==> src/rtl/bitonic_pkg.sv <==
// bitonic_pkg: shared helpers for the pipelined bitonic sorter.
//   clog2        - ceiling log2 (constant-evaluable)
//   num_stages   - compare-exchange columns for an N-key network
//   stage_phase  - merge phase p (1-based) of a 0-based column index
//   stage_sub    - sub-step q (1-based) within that phase
//   stage_dist   - partner distance 2^(p-q) of a column
//   stage_dir    - 1 when the cell at lower index i sorts descending (before desc XOR)
package bitonic_pkg;

    function automatic int clog2(input int n);
        int r;
        r = 0;
        while ((1 << r) < n) r++;
        return r;
    endfunction

    function automatic int num_stages(input int n);
        int l;
        l = clog2(n);
        return l * (l + 1) / 2;
    endfunction

    function automatic int stage_phase(input int s);
        int p, rem;
        p   = 1;
        rem = s;
        while (rem >= p) begin
            rem -= p;
            p++;
        end
        return p;
    endfunction

    function automatic int stage_sub(input int s);
        int p, rem;
        p   = 1;
        rem = s;
        while (rem >= p) begin
            rem -= p;
            p++;
        end
        return rem + 1;
    endfunction

    function automatic int stage_dist(input int s);
        return 1 << (stage_phase(s) - stage_sub(s));
    endfunction

    // Blocks of 2^p keys alternate direction in phase p; bit p of i selects it.
    function automatic logic stage_dir(input int s, input int i);
        return ((i >> stage_phase(s)) & 1) != 0;
    endfunction

endpackage

==> src/rtl/bitonic_cas.sv <==
// bitonic_cas: combinational compare-exchange cell.
//   a_key/b_key  keys at the lower/higher network position
//   dir          0: lo gets the smaller, 1: lo gets the larger
//   lo_key/hi_key results for the lower/higher position
//   With BITONIC_SORT_IDX_EN, a_tag/b_tag ride along and break ties, so the
//   cell orders the composite {key, tag}.
module bitonic_cas #(
    parameter int W  = 8
`ifdef BITONIC_SORT_IDX_EN
   ,parameter int TW = 4
`endif
) (
    input  logic [W-1:0]  a_key,
    input  logic [W-1:0]  b_key,
`ifdef BITONIC_SORT_IDX_EN
    input  logic [TW-1:0] a_tag,
    input  logic [TW-1:0] b_tag,
    output logic [TW-1:0] lo_tag,
    output logic [TW-1:0] hi_tag,
`endif
    input  logic          dir,
    output logic [W-1:0]  lo_key,
    output logic [W-1:0]  hi_key
);
    logic swap;

`ifdef BITONIC_SORT_IDX_EN
    logic [W+TW-1:0] a_c, b_c;
    assign a_c    = {a_key, a_tag};
    assign b_c    = {b_key, b_tag};
    assign swap   = dir ? (a_c < b_c) : (a_c > b_c);
    assign lo_tag = swap ? b_tag : a_tag;
    assign hi_tag = swap ? a_tag : b_tag;
`else
    assign swap   = dir ? (a_key < b_key) : (a_key > b_key);
`endif

    assign lo_key = swap ? b_key : a_key;
    assign hi_key = swap ? a_key : b_key;
endmodule

==> src/rtl/bitonic_sort_pipe.sv <==
// bitonic_sort_pipe: fully pipelined bitonic sorting network, N keys of W bits.
//   clk/rst      rising-edge clock, async active-high reset
//   flush        sync: clears every in-flight valid bit
//   in_valid/in_ready/in_desc/in_data   input stream (key i at [i*W +: W])
//   out_valid/out_ready/out_data        sorted output (position j at [j*W +: W])
//   out_idx      original index per output position (BITONIC_SORT_IDX_EN only)
// Optional feature macro: BITONIC_SORT_IDX_EN (stable sort with index tags).
// The whole pipe advances together; a stall freezes every rank.
module bitonic_sort_pipe
    import bitonic_pkg::*;
#(
    parameter int N = 16,
    parameter int W = 8
) (
    input  logic                       clk,
    input  logic                       rst,
    input  logic                       flush,
    input  logic                       in_valid,
    output logic                       in_ready,
    input  logic                       in_desc,
    input  logic [N*W-1:0]             in_data,
    output logic                       out_valid,
    input  logic                       out_ready,
    output logic [N*W-1:0]             out_data
`ifdef BITONIC_SORT_IDX_EN
   ,output logic [N*clog2(N)-1:0]      out_idx
`endif
);
    localparam int S = num_stages(N);

    logic         adv;
    logic [S:0]   vld_pipe;            // [0] is the live input, [s+1] is rank s
    logic [W-1:0] key_d [S][N];        // column inputs
    logic [W-1:0] key_c [S][N];        // column outputs (pre-register)
    logic [W-1:0] key_q [S][N];        // register ranks
    logic         desc_d [S];
    logic         desc_q [S];

`ifdef BITONIC_SORT_IDX_EN
    localparam int TW = clog2(N);
    logic [TW-1:0] tag_d [S][N];
    logic [TW-1:0] tag_c [S][N];
    logic [TW-1:0] tag_q [S][N];
`endif

    assign adv         = out_ready | ~out_valid;
    assign in_ready    = adv;
    assign vld_pipe[0] = in_valid;
    assign out_valid   = vld_pipe[S];

    always_ff @(posedge clk or posedge rst) begin
        if (rst)        vld_pipe[S:1] <= '0;
        else if (flush) vld_pipe[S:1] <= '0;
        else if (adv)   vld_pipe[S:1] <= vld_pipe[S-1:0];
    end

    for (genvar s = 0; s < S; s++) begin : g_col
        localparam int D = stage_dist(s);

        if (s == 0) begin : g_src0
            for (genvar i = 0; i < N; i++) begin : g_k
                assign key_d[0][i] = in_data[i*W +: W];
`ifdef BITONIC_SORT_IDX_EN
                // Descending vectors carry inverted tags so a plain {key,tag}
                // compare keeps equal keys in input order; undone at the output.
                assign tag_d[0][i] = in_desc ? ~TW'(i) : TW'(i);
`endif
            end
            assign desc_d[0] = in_desc;
        end else begin : g_srcn
            assign key_d[s]  = key_q[s-1];
            assign desc_d[s] = desc_q[s-1];
`ifdef BITONIC_SORT_IDX_EN
            assign tag_d[s]  = tag_q[s-1];
`endif
        end

        for (genvar i = 0; i < N; i++) begin : g_cell
            if ((i & D) == 0) begin : g_cas
                bitonic_cas #(
                    .W  (W)
`ifdef BITONIC_SORT_IDX_EN
                   ,.TW (TW)
`endif
                ) u_cas (
                    .a_key  (key_d[s][i]),
                    .b_key  (key_d[s][i+D]),
`ifdef BITONIC_SORT_IDX_EN
                    .a_tag  (tag_d[s][i]),
                    .b_tag  (tag_d[s][i+D]),
                    .lo_tag (tag_c[s][i]),
                    .hi_tag (tag_c[s][i+D]),
`endif
                    .dir    (stage_dir(s, i) ^ desc_d[s]),
                    .lo_key (key_c[s][i]),
                    .hi_key (key_c[s][i+D])
                );
            end
        end

        always_ff @(posedge clk or posedge rst) begin
            if (rst) begin
                desc_q[s] <= 1'b0;
                for (int i = 0; i < N; i++) begin
                    key_q[s][i] <= '0;
`ifdef BITONIC_SORT_IDX_EN
                    tag_q[s][i] <= '0;
`endif
                end
            end else if (adv) begin
                desc_q[s] <= desc_d[s];
                for (int i = 0; i < N; i++) begin
                    key_q[s][i] <= key_c[s][i];
`ifdef BITONIC_SORT_IDX_EN
                    tag_q[s][i] <= tag_c[s][i];
`endif
                end
            end
        end
    end

    for (genvar j = 0; j < N; j++) begin : g_out
        assign out_data[j*W +: W] = key_q[S-1][j];
`ifdef BITONIC_SORT_IDX_EN
        assign out_idx[j*TW +: TW] = desc_q[S-1] ? ~tag_q[S-1][j] : tag_q[S-1][j];
`endif
    end
endmodule
==> config.mk <==
export PLATFORM = sky130hd
export DESIGN_NAME = bitonic_sort_pipe
export DESIGN_NICKNAME = d
export VERILOG_FILES = /design/src/rtl/bitonic_pkg.sv /design/src/rtl/bitonic_cas.sv /design/src/rtl/bitonic_sort_pipe.sv
export SDC_FILE = /design/constraint.sdc
export NUM_CORES = 2
export LEC_CHECK = 0
export ABC_AREA = 1
export BUFFER_PORTS_ARGS = -buffer_cell sky130_fd_sc_hd__buf_2
export CORE_ASPECT_RATIO = 1.75
export CORE_UTILIZATION = 65
export DETAILED_ROUTE_END_ITERATION = 6
export GPL_TIMING_DRIVEN = 0
export PLACE_DENSITY = 0.88
export SLEW_MARGIN = 20
export SYNTH_ARGS = -nofsm -noshare
export SYNTH_HDL_FRONTEND = slang
export SYNTH_HIERARCHICAL = 1
export SYNTH_SLANG_ARGS = --single-unit
==> constraint.sdc <==
create_clock -name clk -period 68.1 [get_ports clk]
set_clock_uncertainty 0.1 [all_clocks]
set_input_delay 10.215 -clock clk [delete_from_list [all_inputs] [get_ports clk]]
set_output_delay 10.215 -clock clk [all_outputs]
set_load 0.1 [all_outputs]
==> results.yml <==
run_status:
  status: "finished, final reports clean"
floorplan:
  die_y_um: 489
  pin_count: 264
  coreArea_um2: 135000
  die_w_um: 280
  dieArea_um2: 137000
  fp-row-count: 178
  initial_core_util_pct: 65.5
sta:
  tightest_slew_ns: 1.08
  hold_ws_ns: 0.364
  finalSetupViolCount: 0
  relSlewSlack_pct: 28.2
  fmax_mhz: 45.4
  hold_violations: 0
  finalSetupTns_ns: 0
  fin_crit_sh_pct: 32.4
  rsz0062_at_grt: "false"
  drv_slew: 0
  fin_crit_ns: 22.04
worst_setup_path:
  crit_path_start_kind: "primary input"
  rrSetupSlack_ns: 64.78
  required_ns: 57.78
  end_kind: "output port"
  rr_endpoint: "key_d[846]"
  path_class: "primary input to output port"
  critPathMaxFanout: 10
  crit_arrival_ns: 11.72
  r2r-start: "desc_d[7]"
  reg2regPathDepth: 9
clock_network:
  cts_tree: "yes"
  clkLatencyLatePin_ns: 0.81
  cts.sinks: 1299
  cts_root_buf: "clkbuf_16"
  ctsHoldBuffers: 0
  clkTransAtPathRegs_ns: 0.06
  cts.path.max_buffers: 3
  cts_setup_buffers: 0
  cts_resized: 0
  cts-buffers-inserted: 119
  htree_num_levels: 3
logic_synthesis:
  netlist_instances: 12797
  ys_types: 18
  postSynthAreaPerCell_um2: 6.89
  syn_nets: 13571
  synth_area_um2: 88200
  yosysSeqAreaShare_pct: 36.9
  yosys_register_bits: 1299
  ys_warn_count: 6
drt:
  drtIter0Drc: 5493
  drc: 0
  wl_per_cell_um: 19.3
  first_pass_iters: 7
  vias: 83986
  wl_um: 292000
  top_layer_used: "met5"
  via_per_inst: 5.56
  routed-wl-met2_um: 144000
  drt-met1-wl_um: 87000
  wl_met3_um: 16800
  ant_nets: 0
min_path:
  holdCritStartpoint: "out_data[86]"
  hold_class: "flop to flop"
  min_to: "out_data[86]"
  hold_depth: 2
place:
  hpwl_um: 232000
  place_area_um2: 92100
  placed_cells: 14874
  gp_congestion: 1.16
  numPortBuffers: 263
final_layout:
  mostFrequentLayoutCells: "nand2_1 (7177), dfrtp_1 (1295), nand3_1 (1280)"
  layoutNonFillerInstCount: 15105
  fin_area_um2: 96400
  drive_gt1_share_pct: 11.2
  nets: 13969
  multiInputGateArea_um2: 48900
  final_core_util_pct: 71.7
  syn2layout_area_growth_pct: 9.34
  fillCellCount: 11324
  regArea_um2: 32500
  mostFrequentLayoutCell: "nand2_1"
power_and_ir_drop:
  powerDensity_nw_per_um2: 54.2
  ir_drop_v: 0.0000359
  p_leak_nw: 57.4
grt:
  grt_max_degree: 111
  grt_pass1_wl_um: 449000
  grt_pass1_vias: 82014
  grt_usage_pct: 43.2
  antenna_found_initial: 21
  grt_overflow: 0
run:
  cap_violations: 0
[through the flow]
stage | worst slack [ns] | total power, mW
6_report | 46.06 | 5.23
5_1_grt | 46.05 | 5.63
4_1_cts | 46.09 | 5.17
3_5_place_dp | 46.09 | 4.42
3_3_place_gp | 10.59 | 4.30
2_1_floorplan | 21.17 | 3.59
[cell type report]
cell class,instances,area share (%)
Antenna cell,7,0.0182
Buffer,529,3.49
Clock buffer,152,3.43
Clock inverter,72,0.985
Inverter,907,3.54
Multi-Input combinational cell,10062,50.7
Sequential cell,1299,33.7
Tap cell,1800,2.34
Timing Repair Buffer,277,1.76
[routing by layer]
layer	vias to the layer above	track usage, %
li1	40575	-
met1	38626	37.0
met2	3127	75.9
met3	1636	9.04
met4	22	52.9
met5	-	0
[registers in the layout, indices dropped and copies added (netlist names)]
register and count:
desc_d 9, key_d 1152, out_data 128, out_valid 1, vld_pipe 9
[power breakdown]
group | total (mW) | switching (mW) | internal [mW]
combinational | 2.98 | 1.95 | 1.03
sequential | 1.51 | 0.438 | 1.08
clock | 0.732 | 0.319 | 0.414
[worst max-delay path by stage]
stage	startpoint	end	slack (ns)	cells after the start
2_1_floorplan	rst	desc_d[0]	21.17	1
3_3_place_gp	rst	key_d[59]	10.59	2
3_5_place_dp	out_ready	in_ready	46.09	6
4_1_cts	out_ready	in_ready	46.09	6
5_1_grt	out_ready	in_ready	46.05	6
6_report	out_ready	in_ready	46.06	6
[logic make-up after synthesis]
logic type / Yosys count / synth area share (%)
and+or+nand+nor: 9108 / 44.4
adders and majority gates: 640 / 9.08
DFF: 1299 / 36.9
AOI/OAI and AO/OA: 314 / 2.01
buffers and inverters: 1436 / 7.68
[worst max-delay path: stages]
cell	delay, ns
buf_2	0.10
inv_1	0.04
nand2_1	0.08
buf_2	0.39
buf_2	0.38
buf_2	0.49
[cell usage after synthesis]
library cell  instances  area share, %
nand2_1            7177             31
dfrtp_1            1299             37
nand3_1            1280            7.3
inv_1               907            3.9
ha_1                640            9.1
buf_2               350            2.0
a21oi_1             234            1.3
nor2_1              164           0.70
nand2_4             160            2.0
buf_4                90           0.77
nor2_2               81           0.57
a21o_1               80           0.68
buf_6                80            1.0
nand2_2              80           0.57
nand3_4              80            1.6
nor2_4               80            1.0
clkbuf_1              9          0.038
nand4_1               6          0.043
Note: power is estimated with default switching activity, not from simulation.
